$ cat src/rtl/bk_sram_seq.sv
// bk_sram_seq: backup-RAM save/load sequencer between the cartridge BSRAM
// buffer and the HPS SD sector interface. Walks 512-byte sectors from LBA 0
// up to RAM_MASK[23:9] using the SD_RD/SD_WR/SD_ACK handshake and holds the
// console in reset (LOADING) while a load runs.
// Optional feature macro: BKRAM_AUTOSAVE_EN (dirty tracking + OSD autosave).
module bk_sram_seq #(
    parameter int TO_W = 24
) (
    input  logic        CLK,
    input  logic        RESET_N,
    input  logic        DL_ACTIVE,
    input  logic        IMG_MOUNTED,
    input  logic        IMG_SIZE_NZ,
    input  logic        IMG_READONLY,
    input  logic [23:0] RAM_MASK,
    input  logic        LOAD_REQ,
    input  logic        SAVE_REQ,
    input  logic        SD_ACK,
    input  logic        BSRAM_WE,
    input  logic        OSD_STATUS,
    output logic [31:0] SD_LBA,
    output logic        SD_RD,
    output logic        SD_WR,
    output logic        BK_ENA,
    output logic        LOADING,
    output logic        BUSY,
    output logic        DONE,
    output logic        ERR,
    output logic        DIRTY
);

    typedef enum logic [1:0] {
        ST_IDLE = 2'd0,
        ST_REQ  = 2'd1,
        ST_XFER = 2'd2,
        ST_NEXT = 2'd3
    } state_t;

    state_t          state_q, state_d;
    logic            dir_q, dir_d;
    logic [31:0]     lba_q, lba_d;
    logic            rd_q, rd_d;
    logic            wr_q, wr_d;
    logic            bk_ena_q, bk_ena_d;
    logic            loading_q, loading_d;
    logic            busy_q, busy_d;
    logic            done_q, done_d;
    logic            err_q, err_d;
    logic [TO_W-1:0] to_q, to_d;
    logic            dl_prev_q, dl_prev_d;
    logic            ack_prev_q, ack_prev_d;
    logic            load_prev_q, load_prev_d;
    logic            save_prev_q, save_prev_d;

    logic [TO_W-1:0] to_inc_s;
    logic            dl_rise_s, dl_fall_s;
    logic            ack_rise_s, ack_fall_s;
    logic            load_edge_s, save_edge_s, autoload_s, autosave_s;
    logic            start_s, start_dir_s;
    logic            last_s;

    // Edge detection on level inputs against their previous-cycle samples
    always_comb begin
        dl_prev_d   = DL_ACTIVE;
        ack_prev_d  = SD_ACK;
        load_prev_d = LOAD_REQ & bk_ena_q;
        save_prev_d = SAVE_REQ & bk_ena_q;
        dl_rise_s   = DL_ACTIVE & ~dl_prev_q;
        dl_fall_s   = ~DL_ACTIVE & dl_prev_q;
        ack_rise_s  = SD_ACK & ~ack_prev_q;
        ack_fall_s  = ~SD_ACK & ack_prev_q;
        load_edge_s = load_prev_d & ~load_prev_q;
        save_edge_s = save_prev_d & ~save_prev_q;
        autoload_s  = dl_fall_s & bk_ena_q;
    end

    // Trigger arbitration: any load source beats save, autosave is lowest
    always_comb begin
        start_dir_s = load_edge_s | autoload_s;
        start_s     = load_edge_s | save_edge_s | autoload_s | autosave_s;
    end

    // Save image usability: cleared by a new ROM download, set by a mount
    always_comb begin
        if (dl_rise_s) begin
            bk_ena_d = 1'b0;
        end else if (DL_ACTIVE && IMG_MOUNTED && IMG_SIZE_NZ && !IMG_READONLY) begin
            bk_ena_d = |RAM_MASK;
        end else begin
            bk_ena_d = bk_ena_q;
        end
    end

    // Sector sequencer next-state, request, timeout and completion logic
    always_comb begin
        to_inc_s  = to_q + {{(TO_W-1){1'b0}}, 1'b1};
        last_s    = (lba_q >= {17'd0, RAM_MASK[23:9]});
        state_d   = state_q;
        dir_d     = dir_q;
        lba_d     = lba_q;
        rd_d      = rd_q;
        wr_d      = wr_q;
        loading_d = loading_q;
        done_d    = 1'b0;
        err_d     = 1'b0;
        to_d      = to_q;
        case (state_q)
            ST_IDLE: begin
                if (start_s) begin
                    dir_d     = start_dir_s;
                    lba_d     = 32'd0;
                    loading_d = start_dir_s;
                    rd_d      = start_dir_s;
                    wr_d      = ~start_dir_s;
                    to_d      = {TO_W{1'b0}};
                    state_d   = ST_REQ;
                end else begin
                    state_d = ST_IDLE;
                end
            end
            ST_REQ: begin
                if (ack_rise_s) begin
                    rd_d    = 1'b0;
                    wr_d    = 1'b0;
                    to_d    = {TO_W{1'b0}};
                    state_d = ST_XFER;
                end else if (&to_inc_s) begin
                    rd_d      = 1'b0;
                    wr_d      = 1'b0;
                    loading_d = 1'b0;
                    err_d     = 1'b1;
                    state_d   = ST_IDLE;
                end else begin
                    to_d = to_inc_s;
                end
            end
            ST_XFER: begin
                if (ack_fall_s) begin
                    state_d = ST_NEXT;
                end else if (&to_inc_s) begin
                    rd_d      = 1'b0;
                    wr_d      = 1'b0;
                    loading_d = 1'b0;
                    err_d     = 1'b1;
                    state_d   = ST_IDLE;
                end else begin
                    to_d = to_inc_s;
                end
            end
            ST_NEXT: begin
                if (last_s) begin
                    loading_d = 1'b0;
                    done_d    = 1'b1;
                    state_d   = ST_IDLE;
                end else begin
                    lba_d   = lba_q + 32'd1;
                    rd_d    = dir_q;
                    wr_d    = ~dir_q;
                    to_d    = {TO_W{1'b0}};
                    state_d = ST_REQ;
                end
            end
            default: begin
                rd_d      = 1'b0;
                wr_d      = 1'b0;
                loading_d = 1'b0;
                state_d   = ST_IDLE;
            end
        endcase
        // A new ROM download aborts everything silently
        if (dl_rise_s) begin
            state_d   = ST_IDLE;
            rd_d      = 1'b0;
            wr_d      = 1'b0;
            loading_d = 1'b0;
            done_d    = 1'b0;
            err_d     = 1'b0;
        end else begin
            err_d = err_d;
        end
        busy_d = (state_d != ST_IDLE);
    end

    // State and registered outputs
    always_ff @(posedge CLK or negedge RESET_N) begin
        if (!RESET_N) begin
            state_q     <= ST_IDLE;
            dir_q       <= 1'b0;
            lba_q       <= 32'd0;
            rd_q        <= 1'b0;
            wr_q        <= 1'b0;
            bk_ena_q    <= 1'b0;
            loading_q   <= 1'b0;
            busy_q      <= 1'b0;
            done_q      <= 1'b0;
            err_q       <= 1'b0;
            to_q        <= {TO_W{1'b0}};
            dl_prev_q   <= 1'b0;
            ack_prev_q  <= 1'b0;
            load_prev_q <= 1'b0;
            save_prev_q <= 1'b0;
        end else begin
            state_q     <= state_d;
            dir_q       <= dir_d;
            lba_q       <= lba_d;
            rd_q        <= rd_d;
            wr_q        <= wr_d;
            bk_ena_q    <= bk_ena_d;
            loading_q   <= loading_d;
            busy_q      <= busy_d;
            done_q      <= done_d;
            err_q       <= err_d;
            to_q        <= to_d;
            dl_prev_q   <= dl_prev_d;
            ack_prev_q  <= ack_prev_d;
            load_prev_q <= load_prev_d;
            save_prev_q <= save_prev_d;
        end
    end

`ifdef BKRAM_AUTOSAVE_EN
    logic dirty_q, dirty_d;
    logic osd_prev_q, osd_prev_d;

    // Dirty tracking (cleared when a transfer starts) and OSD-open autosave
    always_comb begin
        osd_prev_d = OSD_STATUS;
        autosave_s = OSD_STATUS & ~osd_prev_q & dirty_q & bk_ena_q;
        if ((state_q == ST_IDLE) && (state_d == ST_REQ)) begin
            dirty_d = 1'b0;
        end else if (BSRAM_WE && !loading_q) begin
            dirty_d = 1'b1;
        end else begin
            dirty_d = dirty_q;
        end
    end

    // Autosave state registers
    always_ff @(posedge CLK or negedge RESET_N) begin
        if (!RESET_N) begin
            dirty_q    <= 1'b0;
            osd_prev_q <= 1'b0;
        end else begin
            dirty_q    <= dirty_d;
            osd_prev_q <= osd_prev_d;
        end
    end

    assign DIRTY = dirty_q;
`else
    logic unused_s;
    assign unused_s   = BSRAM_WE ^ OSD_STATUS;
    assign autosave_s = 1'b0;
    assign DIRTY      = 1'b0;
`endif

    assign SD_LBA  = lba_q;
    assign SD_RD   = rd_q;
    assign SD_WR   = wr_q;
    assign BK_ENA  = bk_ena_q;
    assign LOADING = loading_q;
    assign BUSY    = busy_q;
    assign DONE    = done_q;
    assign ERR     = err_q;

endmodule
$ cat config.mk
export PLATFORM = sky130hd
export DESIGN_NAME = bk_sram_seq
export DESIGN_NICKNAME = d
export VERILOG_FILES = /design/src/rtl/bk_sram_seq.sv
export SDC_FILE = /design/constraint.sdc
export NUM_CORES = 1
export LEC_CHECK = 0
export CAP_MARGIN = 5
export CORE_ASPECT_RATIO = 0.75
export CORE_MARGIN = 10
export CORE_UTILIZATION = 58
export CTS_CLUSTER_DIAMETER = 50
export CTS_CLUSTER_SIZE = 24
export DETAILED_ROUTE_END_ITERATION = 8
export PLACE_DENSITY = 0.87
export SETUP_SLACK_MARGIN = 0.15
export SYNTH_ARGS = -nofsm -noshare
export SYNTH_HDL_FRONTEND = slang
export SYNTH_SLANG_ARGS = --single-unit
export TNS_END_PERCENT = 100
$ cat constraint.sdc
create_clock -name CLK -period 7.62 [get_ports CLK]
set_clock_uncertainty 0.05 [all_clocks]
set_input_delay 1.143 -clock CLK [delete_from_list [all_inputs] [get_ports CLK]]
set_output_delay 1.143 -clock CLK [all_outputs]
set_load 0.01 [all_outputs]
==> results_dict.tcl <==
set metrics [dict create \
    cts_tree "built" \
    dp_hpwl_um 8880 \
    synth-seq-area-share_pct 41.0 \
    grt-busiest-layer "met2" \
    grt_use_total_pct 21.7 \
    power_w 0.00101 \
    synth_compound_area_share_pct 15.6 \
    grt_first_pass_wirelength_um 20000 \
    yosys.cell_count.top_type "dfrtp_1" \
    io_pins 75 \
    synth-seq-cells 70 \
    routed_via_density 6.17 \
    start_kind "input port" \
    antenna_found_initial 0 \
    synth_top_area_cell "dfrtp_1" \
    cp_cell_sequence "clkdlybuf4s50_1 -> inv_1 -> ha_1 -> a211oi_1 -> nand2_1 -> a211oi_1 -> o221ai_1 -> o21ai_1 -> nand4_1 -> or3_1 -> a21oi_1" \
    core_sq_mm 0.00726 \
    cp_slowest_cell "o21ai_1" \
    rsz0062_at_grt "false" \
    htreeDepth 3 \
    crit_top_cell "a211oi_1" \
    cts_setup_buffers 0 \
    synth_edf_count 0 \
    hold_viol 0 \
    fin_crit_ns 4.76 \
    first_iter_violations 487 \
    max-slew-margin-rel_pct 39.8 \
    synthTopCellsByArea "dfrtp_1, ha_1, nand3_1, a21oi_1, nand2_1" \
    whs_path_depth 1 \
    cts_resized 0 \
    vias 3997 \
    overflow 0 \
    ys_warn_count 0 \
    synth_top_area_share_pct 41.0 \
    initial_core_util_pct 58.8 \
    die_h_um 94.3 \
    synthAdderAreaFrac_pct 6.44 \
    status "finished clean" \
    nNetsFinal 599 \
    syn_to_final_growth_pct 22.7 \
    portBuffers 71 \
    synth_cells 480 \
    use_met2_pct 33.9 \
    grt_pass1_vias 3881 \
    period_share_pct 62.5 \
    cts_hold_buf 0 \
    wl_per_cell_um 18.9 \
    synth.avg_cell_area_sq_um 8.90 \
    p_leak_nw 2.34 \
    final_max_slew_viol_count 0 \
    critical_path_class "input port to register" \
    num_antenna_cells 0 \
    drv_cap 0 \
    met1_usage_pct 28.1 \
    synth_top_family_by_area "simple AND/OR/NAND/NOR gates" \
    clock-sinks 70 \
    setup_viol 0 \
    synthesis.nets 537 \
    tightest_slew_ns 0.897 \
    floorplan.die.width_um 119 \
    async_flop_share_pct 100 \
    std_cell_rows 27 \
    synth_mux_area_share_pct 0.469 \
    worst_path_largest_cell_delay_ns 0.82 \
    arrival_ns 5.00 \
    netlist_area_sq_mm 0.00427 \
    cts_root_buf "clkbuf_8" \
    reg2regPathDepth 10 \
    hp-class "register to register" \
    synth_xor_area_share_pct 3.69 \
    die_area_sq_mm 0.0112 \
    ant_nets 0 \
    worstSkewPairLatency_ns 0.35 \
    wl_um 12200 \
    cts_buffers 9 \
    peakVddDrop_v 0.000116 \
    clk_pin_slew_ns 0.08 \
    synth_flop_cell "dfrtp_1" \
    synth_common_cells "dfrtp_1, nand2_1, nor2_1" \
    clock.fmax_mhz 210 \
    cp_max_fo 11 \
    met3_usage_pct 7.51 \
    p_per_area_mw_per_mm2 193 \
    ctsLongestPathBuffers 2 \
    route.detailed.drc 0 \
    first_pass_iters 5 \
    gp_congestion 0.930 \
    worstPathRequired_ns 7.85 \
    endpoint_kind "register" \
    tns_ns 0 \
    synthSimpleGateAreaFrac_pct 27.5 \
    synth.distinct_cells 59 \
    layout-drive-gt1-share_pct 5.12 \
    grt_max_degree 71 \
]
-- placed cells by master, fill, tap and decap left out, types with 4 or more instances in the layout --
master	synthesis	routed
a21oi_1	29	28
xnor2_1	5	5
a31oi_1	4	4
nand3_1	30	30
nor3_1	10	10
nor2b_1	17	17
nand2_1	37	37
clkbuf_8	0	10
or3_1	5	5
a211oi_1	4	4
o21ai_1	4	4
nor2_1	34	34
and2_1	5	5
dfrtp_1	70	70
inv_1	32	32
nor4_1	11	11
clkdlybuf4s50_1	0	70
o21ai_0	22	22
xor2_1	13	13
ha_1	22	22
and3_1	17	17
and4_1	7	7
nand4_1	16	16
o41ai_1	5	5
o31ai_1	10	10
-- registers in the layout, summed over array words and instances, names as in the netlist --
register     count
load_prev_q      1
BK_ENA           1
DONE             1
ERR              1
LOADING          1
SD_WR            1
SD_LBA          32
BUSY             1
save_prev_q      1
to_q            24
dl_prev_q        1
state_q          2
SD_RD            1
dir_q            1
ack_prev_q       1
-- kinds of logic after synthesis --
family / Yosys count
AOI/OAI and AO/OA: 103
xor gates and xnor gates: 18
adders and majority gates: 22
buffers and inverters: 54
DFF: 70
muxes: 2
other: 1
and+or+nand+nor: 210
-- layer usage --
metal  vias to the layer above  share of wire (%)
met3                        21                9.8
met4                         0                1.7
met2                       185                 46
li1                       1867                  -
met5                         -                  0
met1                      1924                 42
-- power by group --
part	switching, W	internal (W)	total [W]
clock	0.000150	0.000192	0.000342
sequential	0.0000190	0.000390	0.000409
combinational	0.000178	0.0000859	0.000264
-- worst paths after layout --
kind / startpoint / to / slack [ns]
setup / recovery: RAM_MASK[23] / SD_LBA[13] / 2.86
hold / removal: SD_LBA[16] / SD_LBA[16] / 0.49
setup reg to reg: SD_LBA[0] / SD_LBA[13] / 3.73
hold reg to reg: SD_LBA[16] / SD_LBA[16] / 0.49
max in group asynchronous: RESET_N / SD_LBA[17] / 5.99
min in group asynchronous: RESET_N / save_prev_q / 0.92
-- stage by stage --
step	utilization [%]	worst slack (ns)	instance area [sq um]	instances	hold slack, ns
finish	72.2	2.86	5240	648	0.489
floorplan	-	4.08	4270	480	0.434
global route	72.2	2.67	5240	648	0.513
CTS	72.2	2.98	5240	648	0.492
global placement	69.1	2.76	5020	632	0.455
detailed placement	69.1	2.63	5020	632	0.471
-- worst max-delay path, delay by kind of cell --
kind            cells  cell delay [ns]
compound gates      5             1.85
fa+ha+maj           1             0.30
buf+inv             2             0.60
simple gates        3             1.09
-- layout make-up --
type                    count  area (sq um)
inverters                  32           120
well taps                 101           126
fillers                   555          2020
repair buffers             73           721
clock buffers              10           138
clock inverters             6          85.1
flip-flops and latches     70          1750
multi-input cells         356          2300
Power figures use the tool's default switching activity.
